### config.mk
export PLATFORM = sky130hd
export DESIGN_NAME = adder_led_arbiter
export DESIGN_NICKNAME = d
export VERILOG_FILES = /design/src/rtl/adder_led_arbiter.sv
export SDC_FILE = /design/constraint.sdc
export NUM_CORES = 1
export LEC_CHECK = 0
export BUFFER_PORTS_ARGS = -buffer_cell sky130_fd_sc_hd__buf_2
export CORE_MARGIN = 2
export CORE_UTILIZATION = 48
export CTS_CLUSTER_DIAMETER = 40
export DETAILED_ROUTE_END_ITERATION = 7
export PLACE_DENSITY = 0.75
export SETUP_SLACK_MARGIN = 0.2
export SLEW_MARGIN = 40
export SYNTH_ARGS = -nofsm -noshare
export SYNTH_HDL_FRONTEND = slang
export SYNTH_SLANG_ARGS = --single-unit
### constraint.sdc
create_clock -name clk -period 1.7 [get_ports clk]
set_clock_uncertainty 0.15 [all_clocks]
set_input_delay 0.17 -clock clk [delete_from_list [all_inputs] [get_ports clk]]
set_output_delay 0.17 -clock clk [all_outputs]
set_load 0.02 [all_outputs]
### src/rtl/adder_led_arbiter.sv
// Round-robin sharing of one 2-bit adder and its 6-LED thermometer bar between two requesters.
// Latency: req seen at E0 -> operands after E0 -> leds after E1 -> ack after E(1+HOLD_CYCLES).
// Backpressure: four-phase req/ack; the non-owner waits while busy, ack held until owner drops req.
module adder_led_arbiter #(
  parameter int HOLD_CYCLES = 4,
  parameter int CNT_W       = 8
) (
  input  logic       clk,
  input  logic       rst,
  input  logic       req0,
  input  logic [1:0] a0,
  input  logic [1:0] b0,
  output logic       ack0,
  input  logic       req1,
  input  logic [1:0] a1,
  input  logic [1:0] b1,
  output logic       ack1,
  output logic [1:0] sayi1,
  output logic [1:0] sayi2,
  input  logic [2:0] toplam,
  output logic [5:0] leds,
  output logic       busy,
  output logic       owner
);

  typedef enum logic [1:0] {S_IDLE, S_DRIVE, S_SHOW, S_ACK} state_t;

  state_t           r_state, w_state;
  logic [1:0]       r_sayi1, w_sayi1;
  logic [1:0]       r_sayi2, w_sayi2;
  logic [5:0]       r_leds, w_leds;
  logic             r_ack0, w_ack0;
  logic             r_ack1, w_ack1;
  logic             r_busy, w_busy;
  logic             r_owner, w_owner;
  logic             r_last, w_last;
  logic [CNT_W-1:0] r_cnt, w_cnt;

  logic             w_grant;
  logic             w_req_own;

  // Sum to thermometer code; 7 is unreachable from a 2+2-bit add and saturates.
  function automatic logic [5:0] therm(input logic [2:0] s);
    case (s)
      3'd0:    therm = 6'b000000;
      3'd1:    therm = 6'b000001;
      3'd2:    therm = 6'b000011;
      3'd3:    therm = 6'b000111;
      3'd4:    therm = 6'b001111;
      3'd5:    therm = 6'b011111;
      default: therm = 6'b111111;
    endcase
  endfunction

  // Arbitration: on a tie the requester that was not served last wins.
  always_comb begin
    w_grant   = (req0 && req1) ? ~r_last : req1;
    w_req_own = r_owner ? req1 : req0;
  end

  // Next-state and next-output logic for the transaction sequencer.
  always_comb begin
    w_state = r_state;
    w_sayi1 = r_sayi1;
    w_sayi2 = r_sayi2;
    w_leds  = r_leds;
    w_ack0  = r_ack0;
    w_ack1  = r_ack1;
    w_busy  = r_busy;
    w_owner = r_owner;
    w_last  = r_last;
    w_cnt   = r_cnt;
    case (r_state)
      S_IDLE: begin
        if (req0 || req1) begin
          w_owner = w_grant;
          w_sayi1 = w_grant ? a1 : a0;
          w_sayi2 = w_grant ? b1 : b0;
          w_busy  = 1'b1;
          w_state = S_DRIVE;
        end
      end
      S_DRIVE: begin
        w_leds  = therm(toplam);
        w_cnt   = CNT_W'(HOLD_CYCLES - 1);
        w_state = S_SHOW;
      end
      S_SHOW: begin
        if (r_cnt == '0) begin
          w_ack0  = ~r_owner;
          w_ack1  = r_owner;
          w_last  = r_owner;
          w_state = S_ACK;
        end else begin
          w_cnt = r_cnt - 1'b1;
        end
      end
      S_ACK: begin
        // An owner that already dropped req gets a one-cycle ack pulse.
        if (!w_req_own) begin
          w_ack0  = 1'b0;
          w_ack1  = 1'b0;
          w_busy  = 1'b0;
          w_state = S_IDLE;
        end
      end
      default: w_state = S_IDLE;
    endcase
  end

  // State and registered outputs; reset abandons any transaction in flight.
  always_ff @(posedge clk or posedge rst) begin
    if (rst) begin
      r_state <= S_IDLE;
      r_sayi1 <= '0;
      r_sayi2 <= '0;
      r_leds  <= '0;
      r_ack0  <= 1'b0;
      r_ack1  <= 1'b0;
      r_busy  <= 1'b0;
      r_owner <= 1'b0;
      r_last  <= 1'b1;
      r_cnt   <= '0;
    end else begin
      r_state <= w_state;
      r_sayi1 <= w_sayi1;
      r_sayi2 <= w_sayi2;
      r_leds  <= w_leds;
      r_ack0  <= w_ack0;
      r_ack1  <= w_ack1;
      r_busy  <= w_busy;
      r_owner <= w_owner;
      r_last  <= w_last;
      r_cnt   <= w_cnt;
    end
  end

  assign sayi1 = r_sayi1;
  assign sayi2 = r_sayi2;
  assign leds  = r_leds;
  assign ack0  = r_ack0;
  assign ack1  = r_ack1;
  assign busy  = r_busy;
  assign owner = r_owner;

endmodule

# Word level (Yosys, flattened, before mapping)
# Index checks and enable logic that the tools add are counted.
# totals
regBits,25
# op_classes
addsub,1
n_eq_ne,12
bitwise,2
n_mux,18
n_reduce_logical,14
# ops
op,n
case mux 6 bit (6 select lines),1
case mux 8 bit (2 select lines),1
2-to-1 mux 2 bit,5
AND reduction 3 bit,3
logical NOT 8 bit,1
2-to-1 mux 8 bit,1
!= test 2 bit (second input constant),4
case mux 2 bit (4 select lines),1
subtractor 8 x 1 -> 8 bit (second input constant),1
equality test 3 x 2 -> 1 bit (second input constant),2
equality test 3 bit (second input constant),2
2-to-1 mux 1 bit,6
case mux 1 bit (2 select lines),3
AND reduction 2 bit,3
nonzero test 2 bit,3
equality test 2 bit (second input constant),2
equality test 3 x 1 -> 1 bit (second input constant),1
logical NOT 3 bit,1
equality test 2 x 1 -> 1 bit (second input constant),1
logical NOT 2 bit,1
inverter 1 bit,2
logical AND 1 bit,1
logical OR 1 bit,1

# Logic depth before layout (Yosys ltp)
# Gate-level depths: netlist (run 1).
# logic_depth
depth_word,3
mapped_depth,6
mapped_depth_nobuf,6

# Worst setup path after synthesis (run 1)
# OpenSTA, ideal clock, no wires.
# synth_timing
path_type,register to register
startpoint,reg r_cnt[5]
endpoint,reg r_state[1]
slack_ns,-0.043
arrival_time_ns,1.469
synth_period_minus_slack_ns,1.743
stages_incl_launch_ff,5
n_path_buf,0
setup_time_ns,0.125
required_time_ns,1.425
path_cell_list,dfrtp_1 > nor4_4 > nand3b_2 > a21oi_1 > mux2_2
# synth_via
elab_chain_cells,3
# synth_lines
item,line_no,rtl
from (decl),37,"logic [CNT_W-1:0] r_cnt, w_cnt;"
from (signal assigned),134,r_cnt <= w_cnt;
logical NOT 8 bit,89,if (r_cnt == '0) begin
!= test 2 bit (no source line),-,
AND reduction 3 bit (no source line),-,
to (signal assigned),125,r_state <= w_state;
to (decl),28,"state_t r_state, w_state;"
# No other way between the ends.
# A chain may end at the register's enable or synchronous reset.

# Final worst setup path (run 1)
# layout_timing
startpoint,reg r_cnt[1]
endpoint,"reg r_ack1, in the netlist ack1"
# layout_via
elab_chain_cells,3
# layout_lines
item,line_no,rtl
logical NOT 8 bit,89,
!= test 2 bit (no source line),-,
AND reduction 3 bit (no source line),-,
to (signal assigned),130,r_ack1 <= w_ack1;
to (decl),33,"logic r_ack1, w_ack1;"
# No other way between the ends.

==> flow_summary.ini, run 1 <==
[critical_path]
rr_startpoint = r_cnt[1]
cp-end-kind = flop
worst-path-buf-inv = 2
crit_family = compound AO/OA/AOI/OAI gates
crit_slowest_cell = dfrtp_1
worstPathArrival_ns = 1.86
reg2reg_slack_ns = -0.11
worst-setup-path-type = reg -> reg
critPathMaxStageDelay_ns = 0.42
path_cells = inv_2 > ha_2 > and2b_2 > nand3b_4 > buf_4 > a21oi_1 > o22ai_1
timing.rr.end = ack1
critPathLaunchType = flop
required_ns = 1.75
path_max_fanout = 4
r2r_cells = 7

[synth]
synth_fa_ha_area_share_pct = 6.69
async_flop_share_pct = 100
synth_edf_count = 0
ys_types = 34
synth_compound_area_share_pct = 13.2
ys_seq_elements = 25
synth_top_area_share_pct = 45.9
synth_fp_nets = 151
yosysTopAreaCell = dfrtp_1
synth_top_family_by_area = simple AND/OR/NAND/NOR gates
ys.flop_type = dfrtp_1
syn_area_per_cell_sq_um = 10.1
netlist_area_sq_um = 1310
synth_xor_area_share_pct = 1.34
synthTopCellsByArea = dfrtp_1 46%, mux2i_1 7.6%, ha_1 6.7%
synthSimpleGateAreaFrac_pct = 16.9
synthCells = 129
ys_warn_count = 0
synth_mux_area_share_pct = 10.2
yosysSeqAreaShare_pct = 47.9

[placement]
port_buffers = 28
dp_hpwl_mm = 2.02
dp_slack_ns = -0.00492
globalplace.congestion = 0.823
dpl.cell_count = 197

[global_route]
grt_max_degree = 26
grt_use_total_pct = 20.5
overflow = 0
grt_antenna_before_repair = 0
grt_pass1_wl_mm = 5.08
grt_pass1_vias = 1171

[final_layout]
fin_util_pct = 77.2
final_cell_mix = 28 x buf_2, 23 x dfrtp_1, 19 x buf_4
drive_gt1_share_pct = 44.8
insertedDiodeCount = 0
final_common_cell = buf_2
syn2layout_area_growth_pct = 48.9
fin_cells = 222
nNetsFinal = 215
fillCellCount = 164

[min_path]
hold_end = busy
hold_class = in -> reg
hold_depth = 4
worstHoldStart = req0

[floorplanning]
die-area_sq_um = 3160
std_cell_rows = 18
die_h_um = 56.2
io_pins = 29
start_util_pct = 51.9
core_sq_um = 2520
die_x_um = 56.2

[power_and_ir_drop]
powerDensity_nw_per_um2 = 1730
p_leak_nw = 0.927
vdd_drop_max_v = 0.00112

[timing]
hold_viol_final = 0
grt_setup_unrepaired = true
max_slew_margin_pct = 75.5
fin_crit_sh_pct = 106
slew_viol_final = 0
tightest_slew_ns = 0.365
holdWs_ns = 0.132
finalSetupTns_ns = -0.214
worst_slack_ns = -0.110
fin_crit_ns = 1.81
fmax_mhz = 552
setup_viol = 3

[outcome]
violations = negative setup slack
status = complete, but fails checks

[route]
num_vias = 1201
route.detailed.drc = 0
dr.first_iter.drc_count = 42
wl_mm = 3.29
firstDrtPassIters = 4
ant_nets = 0
vias_per_cell = 5.41
wl_per_cell_um = 14.8

[clock_network]
cts_buffers = 3
cts_sinks = 25
clk_pin_slew_ns = 0.14
clk_latency_ns = 0.32
clockBufferDepth = 2
cts-root-buf = clkbuf_4
cts_tree = yes
htree_levels = 1

[run]
maxCapViolations = 0
==> worst max-delay path by stage <==
stage | slack, ns | end | cells past startpoint | startpoint
after floorplan | -0.02 | r_state[1] | 4 | r_cnt[3]
after global placement | 0.03 | r_state[1] | 4 | r_cnt[3]
after detailed placement | -0.005 | r_cnt[5] | 6 | r_state[0]
after CTS | -0.0005 | ack1 | 4 | r_cnt[4]
after global routing | -0.21 | ack1 | 5 | r_cnt[6]
final | -0.11 | ack1 | 7 | r_cnt[1]
==> stage by stage <==
step	area, sq um	power, mW
finish	1950	3.37
global route	1950	3.60
CTS	1830	3.10
detailed placement	1590	2.62
global placement	1590	2.55
floorplan	1330	2.07
==> power breakdown <==
part           internal [mW]  leakage, nW  switching, mW
Clock                 0.0900       0.0139          0.179
Combinational          0.985        0.609           1.08
Sequential             0.853        0.304          0.187
Total                   1.93        0.927           1.45
==> Yosys cell counts, types with 2 or more instances <==
master     n
nand2_1   14
clkbuf_1   2
nor2_1     9
a22oi_1    2
mux2_2     3
o22ai_1    2
dfrtp_1   24
inv_1     11
nor2b_1    3
xnor2_1    2
o21ai_0    9
o211ai_1   2
mux2i_1   10
a21oi_1    6
ha_1       7
nand3_1    5
==> registers in the layout, indices dropped and copies added (netlist names) <==
signal   count
r_cnt        8
leds         6
r_state      2
sayi1        2
sayi2        2
ack0         1
ack1         1
busy         1
owner        1
r_last       1
==> routing by layer <==
layer,global-route usage (%),part of all wire (%),vias to the layer above
met5,0,0,-
met4,8.50,3.3,0
met3,5.35,3.9,13
met2,35.3,50,32
met1,24.1,42,583
li1,-,-,573
==> cells by family after synthesis <==
logic type      after synthesis
compound gates               28
xor+xnor                      2
fa+ha+maj                     7
buf+inv                      13
flops                        25
mux                          13
simple gates                 41
==> repair_timing <==
action / CTS / global route
endpoints found under the hold margin: 32 / 0
endpoints found under the setup margin: 19 / 18
hold buffers: 12 / 0
resized for setup: 15 / 19
buffers inserted: 5 / 4
pin swaps: 10 / 5
==> area by class of cell <==
cell class / count / area (sq um) / area share, %
clock buffer: 3 / 22.5 / 1.16
clock inverter: 1 / 7.51 / 0.385
inverter: 11 / 41.3 / 2.12
multi-input combinational: 91 / 777 / 39.9
sequential: 25 / 628 / 32.2
tap: 30 / 37.5 / 1.93
timing repair buffer: 61 / 434 / 22.3
==> tightest hold or removal path, cell delays in order <==
cell and delay, ns:
buf_2 0.16, o21ai_1 0.09, nand3_1 0.06, a21o_1 0.10
Note: power is estimated with default switching activity, not from simulation.
==> run 2, diff against run 1 <==
--- a/config.mk
+++ b/config.mk
@@ -6,11 +6,13 @@
 export NUM_CORES = 1
 export LEC_CHECK = 0
 export BUFFER_PORTS_ARGS = -buffer_cell sky130_fd_sc_hd__buf_2
+export CELL_PAD_IN_SITES_DETAIL_PLACEMENT = 0
+export CELL_PAD_IN_SITES_GLOBAL_PLACEMENT = 1
 export CORE_MARGIN = 2
-export CORE_UTILIZATION = 48
+export CORE_UTILIZATION = 36
 export CTS_CLUSTER_DIAMETER = 40
 export DETAILED_ROUTE_END_ITERATION = 7
-export PLACE_DENSITY = 0.75
+export PLACE_DENSITY_LB_ADDON = 0.2
 export SETUP_SLACK_MARGIN = 0.2
 export SLEW_MARGIN = 40
 export SYNTH_ARGS = -nofsm -noshare
==> run 2 against run 1 <==
The flow finishes with violations (negative hold slack, negative setup slack). Non-clock buffer count down 3. Clock power increased by 5%. Register-to-register slack better by 0.08 ns. Utilization decreased by 22 points. Global-route usage down 5.2 points. First-iteration DRC count increased by 4.8%. Critical endpoint is now ack0. Highest routed layer unchanged.
==> flow_summary.ini, run 2 (synthesis results as in run 1) <==
[final_layout]
nNetsFinal = 212
drive_gt1_share_pct = 43.4
fin_util_pct = 55.0
fillCellCount = 318
multi_input_area_sq_um = 729
final_common_cell = buf_2
regArea_sq_um = 628
syn2layout_area_growth_pct = 43.6
insertedDiodeCount = 0
final_cell_mix = 28 x buf_2, 23 x dfrtp_1, 19 x buf_4
largest_reg_flops = 8
regMostFlops = r_cnt

[route]
wl_per_cell_um = 12.5
vias_per_cell = 4.82
ant_nets = 0
dr.first_iter.drc_count = 44
firstDrtPassIters = 4
num_vias = 1133
route.detailed.drc = 0
wl_mm = 2.94

[floorplanning]
die_x_um = 64.3
die-area_sq_um = 4130
core_sq_um = 3420
start_util_pct = 38.3
die_h_um = 64.3
io_pins = 29
std_cell_rows = 21

[power_and_ir_drop]
p_sw_mw = 1.35
comb_power_share_pct = 59.2
swShare_pct = 42.1
internal-power_mw = 1.85
powerDensity_nw_per_um2 = 1700
p_leak_nw = 0.915
power.sequential.fraction_pct = 31.9
vdd_drop_max_v = 0.000640
clockPowerShare_pct = 8.8
power_mw = 3.20

[critical_path]
critPathLaunchType = flop
r2r_cells = 4
worstPathArrival_ns = 1.85
worst-setup-path-type = reg -> reg
cp-end-kind = flop
endpoint = ack0
timing.rr.end = ack0
critical_path.startpoint = r_cnt[5]
required_ns = 1.82
reg2reg_slack_ns = -0.03
rr_startpoint = r_cnt[5]
path_max_fanout = 5

[timing]
fin_crit_ns = 1.73
max_slew_margin_pct = 68.5
holdWs_ns = -0.000706
setup_viol = 2
fin_crit_sh_pct = 102
slew_viol_final = 0
hold_viol_final = 1
worst_slack_ns = -0.0262
fmax_mhz = 579
grt_setup_unrepaired = true
tightest_slew_ns = 0.472

[clock_network]
htree_levels = 1
clk_pin_slew_ns = 0.15
clk_latency_ns = 0.33
cts-root-buf = clkbuf_4
clockBufferDepth = 2
cts_buffers = 3
cts_tree = yes
cts_sinks = 25

[placement]
globalplace.congestion = 0.733
port_buffers = 28
dp_hpwl_mm = 2.01

[global_route]
grt_pass1_vias = 1097
grt_pass1_wl_mm = 4.91
grt_antenna_before_repair = 0
grt_max_degree = 15
grt_use_total_pct = 15.3
overflow = 0

[min_path]
worstHoldStart = a1[0]
hold_class = in -> reg

[run]
maxCapViolations = 0

[outcome]
status = complete, but fails checks
violations = negative hold slack, negative setup slack
-- run 2: cell count changes in the layout (fill, tap and decap cells not counted), sizes merged --
cell         before  now
dlygate4sd3      12    9
clkinv            0    1
clkinvlp          1    0
-- run 2: worst min path at each step --
stage | to | slack, ns | cells after the start
final | sayi1[0] | -0.0007 | 3
after global routing | sayi1[0] | 0.0006 | 3
after CTS | sayi1[0] | 0.003 | 3
after detailed placement | sayi1[0] | 0.06 | 2
after global placement | sayi2[1] | 0.05 | 2
after floorplan | ack0 | 0.05 | 1
-- run 2: critical path: stages, from the launching register on --
cell and delay (ns):
dfrtp_2 0.46, nor4_4 0.35, nand3b_4 0.15, or3b_4 0.41
o22ai_2 0.15
-- run 2: power groups by stage --
| stage | clock, mW | combinational, mW | sequential (mW) |
|---|---|---|---|
| floorplan | 0 | 0.866 | 1.21 |
| global placement | 0 | 1.56 | 1.02 |
| detailed placement | 0 | 1.60 | 1.02 |
| CTS | 0.291 | 1.73 | 1.02 |
| global route | 0.324 | 2.10 | 1.06 |
| finish | 0.283 | 1.90 | 1.02 |
-- run 2: repair_timing --
action / 4_1_cts / 5_1_grt
pin swaps: 3 / 7
endpoints found under the setup margin: 17 / 23
hold buffers: 9 / 0
buffers inserted: 4 / 4
endpoints found under the hold margin: 18 / 0
resized for setup: 10 / 15
-- run 2: final cells by class --
cell class	instances	area share, %
Sequential cell	25	33.4
Tap cell	46	3.06
Inverter	11	2.20
Timing Repair Buffer	58	21.0
Clock inverter	1	0.266
Clock buffer	3	1.20
Multi-Input combinational cell	91	38.8
-- run 2: stage by stage --
stage	instance area [sq um]	instances	setup WS (ns)	hold WS, ns	setup TNS (ns)
after floorplan	1330	129	-0.0197	0.0466	-0.0557
after global placement	1620	214	0.0232	0.0479	0
after detailed placement	1620	214	-0.00147	0.0595	-0.00147
after CTS	1790	231	-0.0127	0.00271	-0.0168
after global routing	1880	235	-0.0931	0.000563	-0.300
final	1880	235	-0.0262	-0.000706	-0.0414
-- run 2: per-layer routing --
| layer | up-vias | global-route usage (%) | wire length (um) |
|---|---|---|---|
| met4 | 0 | 7.18 | 37 |
| li1 | 568 | - | - |
| met1 | 541 | 20.1 | 1370 |
| met3 | 4 | 2.29 | 79 |
| met2 | 20 | 24.7 | 1450 |
| met5 | - | 0 | 0 |
